## config.mk

```make
export PLATFORM = sky130hd
export DESIGN_NAME = outerprodrc_ctrl
export DESIGN_NICKNAME = d
export VERILOG_FILES = /design/src/rtl/outerprodrc_ctrl.sv
export SDC_FILE = /design/constraint.sdc
export NUM_CORES = 1
export LEC_CHECK = 0
export CAP_MARGIN = 20
export CELL_PAD_IN_SITES_DETAIL_PLACEMENT = 1
export CELL_PAD_IN_SITES_GLOBAL_PLACEMENT = 1
export CORE_MARGIN = 10
export CORE_UTILIZATION = 25
export DETAILED_ROUTE_END_ITERATION = 10
export GPL_TIMING_DRIVEN = 0
export PLACE_DENSITY_LB_ADDON = 0.1
export SYNTH_ARGS = -nofsm -noshare
export SYNTH_HDL_FRONTEND = slang
export SYNTH_SLANG_ARGS = --single-unit
```

## constraint.sdc

```tcl
create_clock -name iClk -period 6.6 [get_ports iClk]
set_clock_uncertainty 0.05 [all_clocks]
set_input_delay 1.32 -clock iClk [delete_from_list [all_inputs] [get_ports iClk]]
set_output_delay 1.32 -clock iClk [all_outputs]
set_load 0.05 [all_outputs]
```

## src/rtl/outerprodrc_ctrl.sv

```systemverilog
// outerprodrc_ctrl: sequencing controller for the unary outer-product GEMM array.
// A job of N K-tiles is handled in this order: one accumulator clear, then for
// each tile an operand fetch and one full unary stream of array enables, then a
// drain of the array pipeline, and finally a held result-valid handshake.
// Optional feature macro: OUTERPRODRC_CTRL_PERFCNT_EN adds a 32-bit busy-cycle
// counter on output oCycCnt.
//
// Handshakes: oRdReq/iRdVld completes an operand fetch in the first cycle where
// both are high. oVld/iRdy completes the result transfer in the first cycle where
// both are high. oVld stays high until that cycle, and iAbort has priority over it.
// Every output is decoded from registered state or counters.
module outerprodrc_ctrl #(
  parameter int BITWIDTH = 8,
  parameter int TILEW    = 8,
  parameter int PIPE     = 2
) (
  input  logic             iClk,
  input  logic             iRst,
  input  logic             iStart,
  input  logic [TILEW-1:0] iTileNum,
  input  logic             iAbort,
  output logic             oBusy,
  output logic             oRdReq,
  input  logic             iRdVld,
  output logic [TILEW-1:0] oTileIdx,
  output logic             oArrClr,
  output logic             oArrEn,
  output logic             oVld,
  input  logic             iRdy
`ifdef OUTERPRODRC_CTRL_PERFCNT_EN
  ,
  output logic [31:0]      oCycCnt
`endif
);

  localparam int RUNLEN = 2 ** BITWIDTH;
  localparam int DW     = (PIPE > 1) ? $clog2(PIPE) : 1;

  localparam logic [BITWIDTH:0] RUN_LAST   = (BITWIDTH + 1)'(RUNLEN - 1);
  localparam logic [DW-1:0]     DRAIN_LAST = DW'((PIPE > 0) ? (PIPE - 1) : 0);
  localparam logic [TILEW-1:0]  TILE_ONE   = TILEW'(1);

  typedef enum logic [2:0] {
    S_IDLE  = 3'd0,
    S_CLR   = 3'd1,
    S_FETCH = 3'd2,
    S_RUN   = 3'd3,
    S_DRAIN = 3'd4,
    S_DONE  = 3'd5
  } state_t;

  state_t            state;
  state_t            state_nxt;
  logic [TILEW-1:0]  tile_num;
  logic [TILEW-1:0]  tile_idx;
  logic [BITWIDTH:0] run_cnt;
  logic [DW-1:0]     drain_cnt;

  logic run_last;
  logic tile_last;
  logic drain_last;
  logic start_ok;

  assign start_ok   = (state == S_IDLE) && iStart;
  assign run_last   = (run_cnt == RUN_LAST);
  // Only evaluated in RUN, where tile_num is known to be non-zero.
  assign tile_last  = (tile_idx == (tile_num - TILE_ONE));
  assign drain_last = (drain_cnt == DRAIN_LAST);

  // Next-state decode; abort overrides every other transition out of a busy state.
  always_comb begin
    state_nxt = state;
    if ((state != S_IDLE) && iAbort) begin
      state_nxt = S_IDLE;
    end else begin
      case (state)
        S_IDLE:  if (iStart) state_nxt = S_CLR;
        S_CLR:   state_nxt = (tile_num == '0) ? S_DONE : S_FETCH;
        S_FETCH: if (iRdVld) state_nxt = S_RUN;
        S_RUN: begin
          if (run_last) begin
            if (!tile_last)     state_nxt = S_FETCH;
            else if (PIPE == 0) state_nxt = S_DONE;
            else                state_nxt = S_DRAIN;
          end
        end
        S_DRAIN: if (drain_last) state_nxt = S_DONE;
        S_DONE:  if (iRdy) state_nxt = S_IDLE;
        default: state_nxt = S_IDLE;
      endcase
    end
  end

  // State register.
  always_ff @(posedge iClk or posedge iRst) begin
    if (iRst) state <= S_IDLE;
    else      state <= state_nxt;
  end

  // Job bookkeeping: latched tile count and current tile index.
  always_ff @(posedge iClk or posedge iRst) begin
    if (iRst) begin
      tile_num <= '0;
      tile_idx <= '0;
    end else if (start_ok) begin
      tile_num <= iTileNum;
      tile_idx <= '0;
    end else if ((state == S_RUN) && run_last && !tile_last && !iAbort) begin
      tile_idx <= tile_idx + TILE_ONE;
    end
  end

  // Stream-length counter; restarts from zero on every entry into RUN.
  always_ff @(posedge iClk or posedge iRst) begin
    if (iRst)                run_cnt <= '0;
    else if (state == S_RUN) run_cnt <= run_cnt + 1'b1;
    else                     run_cnt <= '0;
  end

  // Pipeline drain counter; restarts from zero on every entry into DRAIN.
  always_ff @(posedge iClk or posedge iRst) begin
    if (iRst)                  drain_cnt <= '0;
    else if (state == S_DRAIN) drain_cnt <= drain_cnt + 1'b1;
    else                       drain_cnt <= '0;
  end

`ifdef OUTERPRODRC_CTRL_PERFCNT_EN
  logic [31:0] cyc_cnt;

  // Busy-cycle counter: cleared on job acceptance, saturating, held through IDLE.
  always_ff @(posedge iClk or posedge iRst) begin
    if (iRst)                                       cyc_cnt <= '0;
    else if (start_ok)                              cyc_cnt <= '0;
    else if ((state != S_IDLE) && (cyc_cnt != '1))  cyc_cnt <= cyc_cnt + 32'd1;
  end

  assign oCycCnt = cyc_cnt;
`endif

  assign oBusy    = (state != S_IDLE);
  assign oArrClr  = (state == S_CLR);
  assign oRdReq   = (state == S_FETCH);
  assign oArrEn   = (state == S_RUN);
  assign oVld     = (state == S_DONE);
  assign oTileIdx = tile_idx;

endmodule

```

==> results of run 1 <==
==> cell type report <==
class | instances | area, µm²
plain buffers | 8 | 52.6
clock buffers | 7 | 86.3
fillers | 799 | 4570
inverters | 11 | 41.3
multi-input cells | 145 | 923
flip-flops and latches | 29 | 726
well taps | 96 | 120
repair buffers | 27 | 275
==> registers in the layout, summed over array words and instances, names as in the netlist <==
register,flops
drain_cnt,1
state,3
tile_num,8
oTileIdx,8
run_cnt,9
==> cells in the final DEF (no fill, tap or decap), types with 2 or more instances in the layout <==
cell             instances
nand2_1                 29
a221oi_1                 2
buf_6                    2
o31ai_1                  5
nand3b_1                 2
mux2i_1                  2
clkbuf_1                 5
o21ai_0                 11
or4_2                    3
inv_1                   11
a21oi_2                  6
clkbuf_8                 6
o21ai_2                  2
nor2_1                  13
dfrtp_1                 29
a21oi_1                  5
nand3_1                  6
xnor2_1                  7
and3_1                   3
or3_1                    5
nand2b_1                 2
xor2_1                   6
nor3_1                   8
clkdlybuf4s50_1         26
buf_4                    2
nand4_1                  6
ha_1                     4
==> power groups by stage <==
stage / sequential (W) / clock (W) / combinational [W]
global placement: 0.000272 / 0 / 0.000369
global route: 0.000275 / 0.000166 / 0.000407
floorplan: 0.000267 / 0 / 0.000263
finish: 0.000268 / 0.000150 / 0.000366
CTS: 0.000269 / 0.000158 / 0.000374
detailed placement: 0.000272 / 0 / 0.000373
==> per-layer routing <==
layer | vias up | global-route usage [%] | wire [µm] | part of all wire, %
li1 | 758 | - | - | -
met1 | 750 | 11.5 | 2210 | 47
met2 | 18 | 15.0 | 2290 | 48
met3 | 5 | 2.92 | 190 | 4.0
met4 | 0 | 3.74 | 54 | 1.1
met5 | - | 0 | 0 | 0
==> path summary, 6_finish.rpt <==
check | from | endpoint | slack [ns]
max | state[1]$_DFFE_PP0P_ | oArrEn | 2.94
min | drain_cnt$_DFF_PP0_ | drain_cnt$_DFF_PP0_ | 0.37
min reg2reg | drain_cnt$_DFF_PP0_ | drain_cnt$_DFF_PP0_ | 0.37
max in group asynchronous | iRst | run_cnt[0]$_DFF_PP0_ | 4.51
min in group asynchronous | iRst | oTileIdx[6]$_DFFE_PP0P_ | 1.43
max reg2reg | run_cnt[0]$_DFF_PP0_ | oTileIdx[2]$_DFFE_PP0P_ | 3.77
==> worst reg2reg max path, cell delays in order (launching register included) <==
cell and delay (ns):
dfrtp_1 0.39, ha_1 0.21, nand3_1 0.17, nor3_1 0.24, ha_1 0.21, mux2i_1 0.09
a21oi_1 0.33, nor3b_1 0.39, nand2_1 0.14, or3_2 0.43, a21oi_2 0.12
==> logic make-up after synthesis <==
group                      Yosys count  synth area share [%]
and+or+nand+nor                     87                  25.8
adders and majority gates            4                  2.87
DFF                                 29                  41.6
buffers and inverters               19                  5.38
xor gates and xnor gates            13                  6.53
muxes                                2                  1.15
AOI/OAI and AO/OA                   39                  16.7
==> per-stage QoR <==
| stage | power [W] | util (%) | worst slack [ns] | hold WS [ns] | std cells |
|---|---|---|---|---|---|
| after global placement | 0.000641 | 31.3 | 3.21 | 0.361 | 315 |
| after floorplan | 0.000530 | - | 3.43 | 0.345 | 193 |
| after CTS | 0.000801 | 32.7 | 2.90 | 0.380 | 323 |
| final | 0.000784 | 32.7 | 2.94 | 0.375 | 323 |
| after detailed placement | 0.000645 | 31.5 | 3.21 | 0.370 | 316 |
| after global routing | 0.000848 | 32.7 | 2.76 | 0.391 | 323 |
==> out/qor.yml, run 1 <==
grt.overflow.total: 0
antenna_cells: 0
cp_max_fo: 10
r2r_cells: 10
initial_core_util_pct: 25.7
cts-hold-fix-buffers: 0
hpwl_mm: 3.71
hold_path_class: "flip-flop to flip-flop"
synth-edff-count: 0
tightest_slew_ns: 0.801
cts_tree: "built"
power.share.combinational_pct: 46.6
setup_viol: 0
dr.pass1.iters: 3
drc_errors: 0
start_kind: "flip-flop"
grt_setup_unrepaired: "no"
wire_per_inst_um: 14.7
netlist_area_um2: 1740
drtAntennaViolNets: 0
syn_inst: 193
antenna_found_initial: 0
placed_area_um2: 2140
critPathCaptureType: "output port"
period_needed_ns: 3.66
post_cts.repair.setup_buffers: 0
fin_crit_sh_pct: 55.4
vias: 1531
ir_drop_mv: 0.156
crit_type: "flip-flop to output port"
fin_area_um2: 2220
path_cells: "nor2b_1 -> nand2_1 -> clkbuf_1 -> inv_1 -> clkdlybuf4s50_1"
syn2layout_area_growth_pct: 27.6
numClockSinks: 29
worstPathArrival_ns: 2.29
drive_above_1_share_pct: 11.9
die_w_um: 103
async_flop_share_pct: 100
path_clk_slew_ns: 0.07
crit_family: "buffers and inverters"
cts_buffer_depth: 2
portBuffers: 26
slowest_stage: "clkdlybuf4s50_1"
yosysSeqAreaShare_pct: 41.6
powerDensity_nw_per_um2: 352
coreArea_um2: 6790
synth.largest_area_cell: "dfrtp_1"
p_leak_nw: 0.882
status: "finished clean"
crit_required_ns: 5.23
max-slew-margin-rel_pct: 46.1
routed_wl_mm: 4.74
die_height_um: 103
cp.depth: 5
p_clk_share_pct: 19.1
yosys-top-cells-count: "dfrtp_1, nand2_1, nor2_1"
cpPeakStageDelay_ns: 0.80
grt_pass1_wl_mm: 7.77
power.switching_w: 0.000343
h-tree-depth: 2
avgSynthCellArea_um2: 9.03
grt_pass1_vias: 1601
ys_top_cells_by_area: "dfrtp_1, nand2_1, xnor2_1, o21ai_0, a21oi_2"
drt_iter0_drc: 48
internal_power_w: 0.000441
synth_seq_cells: 29
yosysUniqueCellTypes: 43
design.die.area_um2: 10700
grt_usage_pct: 9.37
synth_top_area_share_pct: 41.6
setup-tns-final_ns: 0
slew_violations: 0
cts_buffers: 5
fmax_ghz: 0.274
ctsResizeCount: 0
ios: 27
nNetsFinal: 245
cp_num_buf_inv: 3
via_per_inst: 4.74
rows: 30
place_congestion: 0.683
clk_latency_ns: 0.28
maxCapViolations: 0
whs_path_depth: 1
yosysWarnings: 0
syn_nets: 211
synth-main-ff-cell: "dfrtp_1"
root_buffer: "clkbuf_8"
power_switching_share_pct: 43.7
seqPwrFrac_pct: 34.3
hold_viol: 0
grt_max_degree: 18
(Power assumes the default switching activity.)
==> run 2, diff against run 1 <==
==> constraint.sdc (replaced) <==
create_clock -name iClk -period 3.2 [get_ports iClk]
set_clock_uncertainty 0.05 [all_clocks]
set_input_delay 0.64 -clock iClk [delete_from_list [all_inputs] [get_ports iClk]]
set_output_delay 0.64 -clock iClk [all_outputs]
set_load 0.05 [all_outputs]
==> results of run 2 <==
Same layout as run 1 (identical final DEF). Status: finished clean.
Among the figures that moved: setup slack after placement 3.21 ns -> 0.365 ns; setup slack after layout 2.94 ns -> 0.224 ns; register-to-register setup slack 3.77 ns -> 0.37 ns; total power 0.000784 W -> 0.00162 W; worst IR drop on VDD 0.156 mV -> 0.321 mV
==> run 3, diff against run 2 <==
--- a/config.mk
+++ b/config.mk
@@ -5,6 +5,7 @@
 export SDC_FILE = /design/constraint.sdc
 export NUM_CORES = 1
 export LEC_CHECK = 0
+export ABC_AREA = 1
 export CAP_MARGIN = 20
 export CELL_PAD_IN_SITES_DETAIL_PLACEMENT = 1
 export CELL_PAD_IN_SITES_GLOBAL_PLACEMENT = 1
@@ -12,6 +13,7 @@
 export CORE_UTILIZATION = 25
 export DETAILED_ROUTE_END_ITERATION = 10
 export GPL_TIMING_DRIVEN = 0
+export HOLD_SLACK_MARGIN = 0.03
 export PLACE_DENSITY_LB_ADDON = 0.1
 export SYNTH_ARGS = -nofsm -noshare
 export SYNTH_HDL_FRONTEND = slang
==> run 3 against run 2 <==
  * Routed wire length rose by 3.5%
  * Synthesized area rose by 5.4%
  * Synthesized cell count rose by 33%
  * Critical path type unchanged
  * Setup slack improved by 0.037 ns
  * Via count rose by 7.1%
  * Sequential power rose by 2%
  * Sequential cell count did not move
  * Design area rose by 4.9%
==> out/qor.yml, run 3 <==
yosysSeqAreaShare_pct: 39.5  # -2.1 points
root_buffer: "clkbuf_8"
powerDensity_nw_per_um2: 805
synth.largest_area_cell: "dfrtp_1"
max-slew-margin-rel_pct: 60.9  # +15 points
grt_setup_unrepaired: "no"
antenna_found_initial: 0  # unchanged
async_flop_share_pct: 100  # unchanged
power_w: 0.00188
cp_max_fo: 10  # unchanged
critPathCaptureType: "output port"
yosysUniqueCellTypes: 25  # -42%
cts_buffer_depth: 2  # unchanged
tightest_slew_ns: 0.586  # -0.215 ns
grt_pass1_wl_mm: 8.64  # +11%
grt_pass1_vias: 1816  # +13%
grt_max_degree: 19  # +1
numClockSinks: 29  # unchanged
vias: 1639  # +7.1%
synth_seq_cells: 29  # unchanged
crit_type: "flip-flop to output port"
path_clk_slew_ns: 0.06  # about the same
synth_top_area_share_pct: 39.5  # -2.1 points
design.die.area_um2: 11200  # +4.3%
place_congestion: 0.729  # +6.7%
crit_end: "oArrEn"
drtAntennaViolNets: 0  # unchanged
hpwl_mm: 3.86  # +4.0%
dr.pass1.iters: 3  # unchanged
drc_errors: 0  # unchanged
cts_buffers: 5  # unchanged
maxCapViolations: 0  # unchanged
fin_crit_sh_pct: 91.9
path_cells: "inv_1 -> nor3_2 -> buf_2 -> clkdlybuf4s50_1"
ir_drop_mv: 0.245
final_cell_mix: "nand2_1, inv_1, dfrtp_1"
netlist_area_um2: 1840  # +5.4%
yosysWarnings: 0  # unchanged
r2r_cells: 14  # +4
r2r-start: "run_cnt[0]$_DFF_PP0_"
synth_most_common_cell: "nand2_1"
yosys-top-cells-count: "nand2_1, inv_1, dfrtp_1"
die_w_um: 106  # +2.1%
drive_above_1_share_pct: 13.0  # +1.1 points
syn_inst: 257  # +33%
ios: 27  # unchanged
setup-tns-final_ns: 0  # unchanged
nNetsFinal: 309  # +26%
period_needed_ns: 2.94
coreArea_um2: 7210  # +6.2%
crit_required_ns: 2.51
slowest_stage: "clkdlybuf4s50_1"
grt_usage_pct: 9.48  # +0.12 points
worstPathArrival_ns: 2.25  # -0.04 ns
cpPeakStageDelay_ns: 0.84  # +0.04 ns
rows: 31  # +3.3%
drt_iter0_drc: 27  # -44%
die_height_um: 106  # +2.1%
setup_viol: 0  # unchanged
avgSynthCellArea_um2: 7.15  # -21%
cts-hold-fix-buffers: 0  # unchanged
wire_per_inst_um: 12.6  # -15%
hold_viol: 0  # unchanged
start_kind: "flip-flop"
ctsResizeCount: 0  # unchanged
syn_nets: 275  # +30%
crit_path_start: "state[0]$_DFFE_PP0P_"
syn2layout_area_growth_pct: 27.1
via_per_inst: 4.19  # -12%
p_leak_nw: 1.10  # +25%
cts_tree: "built"
fmax_ghz: 0.340
antenna_cells: 0  # unchanged
synth-edff-count: 0  # unchanged
status: "finished clean"
initial_core_util_pct: 25.5  # -0.19 points
top_register: "run_cnt"
ys_top_cells_by_area: "dfrtp_1, nand2_1, inv_1, nand3_1, nor2_1"
final_common_cell: "nand2_1"
portBuffers: 26  # unchanged
grt.overflow.total: 0  # unchanged
post_cts.repair.setup_buffers: 0  # unchanged
reg2reg_slack_ns: 1.01
clk_latency_ns: 0.28  # about the same
routed_wl_mm: 4.91  # +3.5%
whs_ns: 0.385  # +0.0100 ns
slew_violations: 0  # unchanged
synth-main-ff-cell: "dfrtp_1"
hold_path_class: "flip-flop to flip-flop"
h-tree-depth: 2  # unchanged
largest_reg_flops: 9  # unchanged
reg2reg_to: "oTileIdx[5]$_DFFE_PP0P_"
[run 3: changes by cell type in the layout (fill, tap and decap cells not counted), sizes merged, moves of 3 or more]
cell,previous run,this run
xnor2,7,3
or4,5,0
nand3,6,29
and3,3,0
nand4,6,1
nand2,29,73
nor2,13,32
a21oi,11,7
o31ai,5,0
clkbuf,11,5
inv,11,44
or3,6,0
[run 3: area by class of cell]
cell class | instances | area, µm²
Buffer | 4 | 25.0
Clock buffer | 5 | 68.8
Clock inverter | 3 | 17.5
Fill cell | 949 | 4880
Inverter | 44 | 165
Multi-Input combinational cell | 180 | 921
Sequential cell | 29 | 726
Tap cell | 99 | 124
Timing Repair Buffer | 27 | 288
[run 3: critical path, delay by kind of cell, from the launching register on]
family                 cells  cell delay, ns
buffers and inverters      3            1.26
and+or+nand+nor            1            0.28
DFF                        1            0.43
[run 3: cells by family (layout without fill, tap and decap cells)]
family,Yosys count,count (layout),share of synthesized area (%)
simple gates,142,142,35.8
buf+inv,48,83,10.4
flops,29,29,39.5
compound gates,24,24,6.81
xor+xnor,10,10,4.77
fa+ha+maj,4,4,2.72
[run 3: where the power goes]
part	leakage (nW)	switching (W)	total [W]	internal, W
clock network	0.0439	0.000153	0.000303	0.000150
logic	0.674	0.000664	0.00101	0.000347
registers	0.387	0.000113	0.000566	0.000454
[run 3: stage by stage]
stage                     instances  worst slack, ns  cell area, µm²  utilization [%]
after global routing            391           0.0909            2330             32.4
after floorplan                 257            0.886            1840                -
after detailed placement        383            0.514            2250             31.2
after CTS                       391            0.206            2330             32.4
after global placement          382            0.527            2220             30.8
final                           391            0.261            2330             32.4
[run 3: worst min-delay path by stage]
stage | start | endpoint | slack, ns | cells past startpoint
floorplan | drain_cnt$_DFF_PP0_ | drain_cnt$_DFF_PP0_ | 0.35 | 1
global placement | drain_cnt$_DFF_PP0_ | drain_cnt$_DFF_PP0_ | 0.37 | 1
detailed placement | drain_cnt$_DFF_PP0_ | drain_cnt$_DFF_PP0_ | 0.37 | 1
CTS | drain_cnt$_DFF_PP0_ | drain_cnt$_DFF_PP0_ | 0.39 | 1
global route | drain_cnt$_DFF_PP0_ | drain_cnt$_DFF_PP0_ | 0.41 | 1
finish | drain_cnt$_DFF_PP0_ | drain_cnt$_DFF_PP0_ | 0.38 | 1
[run 3: layer usage]
metal	vias up	GRT usage [%]	wire length, µm
met1	747	11.8	2430
met2	19	15.2	2220
li1	867	-	-
met4	0	3.19	64
met3	6	2.92	196
met5	-	0	0
